==> src/rtl/array_ram_fadd_32bkb.sv <==
// array_ram_fadd_32bkb: pipelined binary32 adder (OP=0) or multiplier (OP=1), RNE rounding, flush-to-zero
module array_ram_fadd_32bkb #(
  parameter int OP = 0,
  parameter int LATENCY = (OP == 0) ? 4 : 3
) (
  input  logic        clk,
  input  logic        reset,
  input  logic        ce,
  input  logic [31:0] din0,
  input  logic [31:0] din1,
  output logic [31:0] dout
);
  localparam logic [31:0] QNAN = 32'h7fc00000;
  function automatic logic [31:0] pack(input logic s, input int e, input logic [22:0] f);
    return e >= 255 ? {s, 8'hff, 23'd0} : e <= 0 ? {s, 31'd0} : {s, e[7:0], f};
  endfunction
  function automatic logic [31:0] round_pack(input logic s, input int e, input logic [23:0] m, input logic g, input logic st);
    logic [24:0] r;
    r = {1'b0, m} + 25'(g & (st | m[0]));
    return pack(s, r[24] ? e + 1 : e, r[24] ? r[23:1] : r[22:0]);
  endfunction
  function automatic logic [31:0] fadd(input logic [31:0] a, input logic [31:0] b);
    logic [31:0] x, y;
    logic [27:0] mx, my, s;
    logic [26:0] n;
    logic za, zb, ia, ib;
    int d, e, lz;
    za = a[30:23] == 8'd0;
    zb = b[30:23] == 8'd0;
    ia = &a[30:23];
    ib = &b[30:23];
    if ((ia && a[22:0] != 0) || (ib && b[22:0] != 0) || (ia && ib && a[31] != b[31])) return QNAN;
    if (ia) return {a[31], 8'hff, 23'd0};
    if (ib) return {b[31], 8'hff, 23'd0};
    if (za && zb) return {a[31] & b[31], 31'd0};
    if (za) return b;
    if (zb) return a;
    {x, y} = a[30:0] >= b[30:0] ? {a, b} : {b, a};
    d = int'(x[30:23]) - int'(y[30:23]);
    e = int'(x[30:23]);
    mx = {2'b01, x[22:0], 3'd0};
    my = {2'b01, y[22:0], 3'd0};
    // bits shifted past the sticky position collapse into it
    my = d > 26 ? 28'd1 : (my >> d) | 28'(|(my & ((28'd1 << d) - 28'd1)));
    s = x[31] == y[31] ? mx + my : mx - my;
    if (s == 0) return 32'd0;
    lz = 0;
    for (int i = 0; i < 27; i++) if (s[i]) lz = 26 - i;
    if (s[27]) begin
      n = s[27:1] | 27'(s[0]);
      e = e + 1;
    end else begin
      n = s[26:0] << lz;
      e = e - lz;
    end
    return round_pack(x[31], e, n[26:3], n[2], |n[1:0]);
  endfunction
  function automatic logic [31:0] fmul(input logic [31:0] a, input logic [31:0] b);
    logic [47:0] p;
    logic s, za, zb, ia, ib;
    int e;
    s = a[31] ^ b[31];
    za = a[30:23] == 8'd0;
    zb = b[30:23] == 8'd0;
    ia = &a[30:23];
    ib = &b[30:23];
    if ((ia && a[22:0] != 0) || (ib && b[22:0] != 0) || (ia && zb) || (ib && za)) return QNAN;
    if (ia || ib) return {s, 8'hff, 23'd0};
    if (za || zb) return {s, 31'd0};
    p = 48'({1'b1, a[22:0]}) * 48'({1'b1, b[22:0]});
    e = int'(a[30:23]) + int'(b[30:23]) - 127;
    return p[47] ? round_pack(s, e + 1, p[47:24], p[23], |p[22:0])
                 : round_pack(s, e, p[46:23], p[22], |p[21:0]);
  endfunction
  logic [31:0] a, b;
  logic [31:0] pipe [LATENCY];
  always_ff @(posedge clk)
    if (reset) begin
      a <= '0;
      b <= '0;
      for (int i = 0; i < LATENCY; i++) pipe[i] <= '0;
    end else if (ce) begin
      a <= din0;
      b <= din1;
      pipe[0] <= OP == 0 ? fadd(a, b) : fmul(a, b);
      for (int i = 1; i < LATENCY; i++) pipe[i] <= pipe[i-1];
    end
  assign dout = pipe[LATENCY-1];
endmodule

module array_RAM_fadd_32bkb (
  input  logic        clk,
  input  logic        reset,
  input  logic        ce,
  input  logic [31:0] din0,
  input  logic [31:0] din1,
  output logic [31:0] dout
);
  array_ram_fadd_32bkb #(.OP(0)) u (.*);
endmodule


==> config.mk <==
export PLATFORM = sky130hd
export DESIGN_NAME = array_RAM_fadd_32bkb
export DESIGN_NICKNAME = d
export VERILOG_FILES = /design/src/rtl/array_ram_fadd_32bkb.sv
export SDC_FILE = /design/constraint.sdc
export NUM_CORES = 1
export LEC_CHECK = 0
export ABC_AREA = 0
export ABC_CLOCK_PERIOD_IN_PS = 11670
export CAP_MARGIN = 20
export CORE_MARGIN = 2
export CORE_UTILIZATION = 50
export DETAILED_ROUTE_END_ITERATION = 7
export PLACE_DENSITY_LB_ADDON = 0.25
export SETUP_SLACK_MARGIN = 0.05
export SYNTH_ARGS = -nofsm -noshare
export SYNTH_HDL_FRONTEND = slang
export SYNTH_HIERARCHICAL = 1
export SYNTH_SLANG_ARGS = --single-unit
==> constraint.sdc <==
create_clock -name clk -period 11.67 [get_ports clk]
set_input_delay 2.9175 -clock clk [delete_from_list [all_inputs] [get_ports clk]]
set_output_delay 2.9175 -clock clk [all_outputs]
set_load 0.005 [all_outputs]
==> impl_metrics.toml <==
[cts]
htreeDepth = 4
cts_tree = "yes"
cts_buffers = 17
insertion_delay_ps = 450
cts_max_path_buffers = 2
cts_root_buffer = "clkbuf_16"
clk_pin_slew_worst_paths_ps = 80
cts_sinks = 192
postCtsHoldBufs = 0

[grt]
grt_use_total_pct = 40.53
overflow = 0
antenna_found_initial = 0
grt_max_degree = 105
grt_pass1_vias = 20216
grt_pass1_wl_um = 126300

[yosys]
postSynthCellCount = 2467
yosys_warnings = 6
syn_nets = 2625
synth_area_um2 = 19680
synth_top_family_by_area = "compound AO/OA/AOI/OAI gates"
synthArstFlopShare_pct = 0
ys_seq_elements = 192
synth-main-ff-cell = "edfxtp_1"
synth-xor-area-share_pct = 3.021
muxShareOfSynthArea_pct = 8.719
synthAdderAreaFrac_pct = 5.863
avgSynthCellArea_um2 = 7.975
yosys.area_share.simple_pct = 24.06
synth_cell_types = 118
synth_compound_area_share_pct = 26.13
ys_seq_area_share_pct = 26.05
synth_edf_count = 128

[cells_and_area]
drive_gt1_share_pct = 20.25
final_area_um2 = 24370
layout.nets = 2895
antennaDiodeCount = 0
area_growth_syn_to_layout_pct = 23.88

[route]
wl_per_cell_um = 26.53
first_pass_iters = 8
routed_wl_um = 86700
drcViolationCount = 0
postRouteAntennaNets = 0
num_vias = 22275
vias_per_cell = 6.816
drt_iter0_drc = 3259

[critical_path]
critical_path_class = "flip-flop to flip-flop"
crit_slowest_cell = "or4_1"
reg2reg_to = "u/pipe[0][22]"
worstReg2RegStart = "u/b[27]"
cp-start-kind = "flip-flop"
cp-end-kind = "flip-flop"
cp.required_ps = 11940
arrival_ps = 11710
cpPeakStageDelay_ps = 570
crit_top_cell = "buf_4"
cp_max_fo = 10
startpoint = "u/b[27]"
reg2reg_depth = 49
regToRegSetupSlack_ps = 230

[power]
p_switching_mw = 2.198
swShare_pct = 49.53
seqPwrFrac_pct = 18.2
p_int_mw = 2.239
ir_drop_v = 0.0001020
combPwrFrac_pct = 68.3
p_leak_nw = 10.07
clockPowerShare_pct = 13.6
p_per_area_nw_per_um2 = 182.0
power_mw = 4.437

[status]
outcome = "finished clean"

[die]
core_region_area_um2 = 38740
die-area_um2 = 40950
start_util_pct = 50.79
die_h_um = 202.4
rows = 72
ioPinCount = 99
dieWidth_um = 202.4

[timing]
setup_viol = 0
period_share_pct = 98.03
slew_violations = 0
max_freq_mhz = 87.41
final_hold_viol_count = 0
clock_skew_ps = 17.04
period_minus_slack_ps = 11440
timing.slew.headroom_pct = 17.38
worstMarginPinSlew_ps = 1226
setup_slack_ps = 230.3
whs_ps = 513.7

[place]
dp_hpwl_um = 67100
gp_congestion = 1.065
place_area_um2 = 22760
io_buffer_count = 98
pre_cts_slack_ps = -446.5

[job]
maxCapViolCount = 0

[worst_hold_path]
min_from = "u/b[4]"
hold_end = "u/b[4]"
hold_depth = 2
hold_path.class = "flip-flop to flip-flop"
metrics by stage:
stage,std cells,util [%],TNS (ps)
3_5_place_dp,3197,58.76,-7407
5_1_grt,3268,62.92,-5213
3_3_place_gp,3197,58.76,-663.4
2_1_floorplan,2467,-,0
4_1_cts,3236,60.81,0
6_report,3268,62.92,0
power by group through the flow:
stage / logic (mW) / clock network (mW) / registers, mW
5_1_grt: 3.15 / 0.631 / 0.810
6_report: 3.03 / 0.603 / 0.806
3_3_place_gp: 2.66 / 0 / 0.818
4_1_cts: 2.72 / 0.607 / 0.805
3_5_place_dp: 2.67 / 0 / 0.820
2_1_floorplan: 1.62 / 0 / 0.817
layout make-up:
class | instances | area, µm²
well taps | 518 | 648.1
multi-input cells | 2002 | 14130
clock inverters | 15 | 172.7
inverters | 113 | 431.7
fillers | 3323 | 14360
clock buffers | 17 | 425.4
repair buffers | 411 | 3423
flip-flops and latches | 192 | 5144
how the worst max path moves through the flow:
stage | endpoint | slack [ps] | cells past startpoint
final | u/pipe[0][22] | 230 | 49
after detailed placement | u/pipe[0][6] | -450 | 58
after global placement | u/pipe[0][6] | -140 | 58
after global routing | u/pipe[0][5] | -290 | 60
after floorplan | u/pipe[0][6] | 60 | 71
after CTS | u/pipe[0][4] | 60 | 64
flip-flops by register name, indices dropped and copies added, names as in the netlist:
name and count:
u/pipe 128, u/a 32, u/b 32
cells by family after synthesis:
logic type	after synthesis
DFF	192
and+or+nand+nor	931
AOI/OAI and AO/OA	754
muxes	159
buffers and inverters	273
xor gates and xnor gates	67
adders and majority gates	91
layout by cell type, fill, tap and decap left out, types with 25 or more instances in the layout:
| cell | count |
|---|---|
| o21ai_0 | 133 |
| a21oi_1 | 153 |
| a211oi_1 | 50 |
| nand4_1 | 29 |
| inv_1 | 100 |
| o21ai_1 | 25 |
| nor4_1 | 27 |
| o211ai_1 | 32 |
| nor3_1 | 55 |
| ha_1 | 77 |
| dfxtp_1 | 53 |
| nor2_1 | 219 |
| and2_1 | 117 |
| nand2_1 | 209 |
| edfxtp_1 | 128 |
| a21o_1 | 32 |
| clkdlybuf4s50_1 | 96 |
| mux2i_1 | 134 |
| a221oi_1 | 25 |
| nand3_1 | 87 |
| a31oi_1 | 31 |
| xnor2_1 | 42 |
| buf_4 | 304 |
| and3_1 | 29 |
critical path, delay by kind of cell, from the launching register on:
family                   cells  cell delay [ps]
flip-flops                   1              400
AND/OR/NAND/NOR             21             4260
XOR/XNOR                     1              230
AO/OA/AOI/OAI               15             3580
multiplexers                 2              440
adder cells (fa/ha/maj)      5             1500
buffers and inverters        5              800
cells in the mapped netlist (all sizes together) (46+ instances only):
cell type | count | share of area, %
xnor2 | 46 | 2.1
edfxtp | 128 | 20
nor3 | 65 | 1.7
nand3 | 93 | 2.5
mux2i | 138 | 7.0
o21ai | 168 | 4.3
a21oi | 173 | 4.6
a211oi | 58 | 2.3
ha | 89 | 5.7
and2 | 119 | 3.8
dfxtp | 64 | 6.5
nand2 | 215 | 4.2
buf | 68 | 2.2
clkbuf | 92 | 1.8
nor2 | 228 | 4.4
inv | 111 | 2.1
repair_timing:
| action | in CTS | in global routing |
|---|---|---|
| gates resized for setup | 25 | 125 |
| pin swaps | 10 | 57 |
| endpoints found under the setup margin | 28 | 31 |
| hold endpoints to repair | 0 | 0 |
| gates cloned | 0 | 1 |
| buffers inserted | 7 | 30 |
metal layers:
metal / global-route usage (%) / vias to the layer above / wire length [µm]
li1: - / 9767 / -
met3: 7.385 / 306 / 10210
met4: 20.28 / 0 / 5214
met5: 0 / - / 0
met2: 61.50 / 1669 / 36800
met1: 55.32 / 10533 / 34470
No activity file was read; power rests on OpenSTA's default activity.
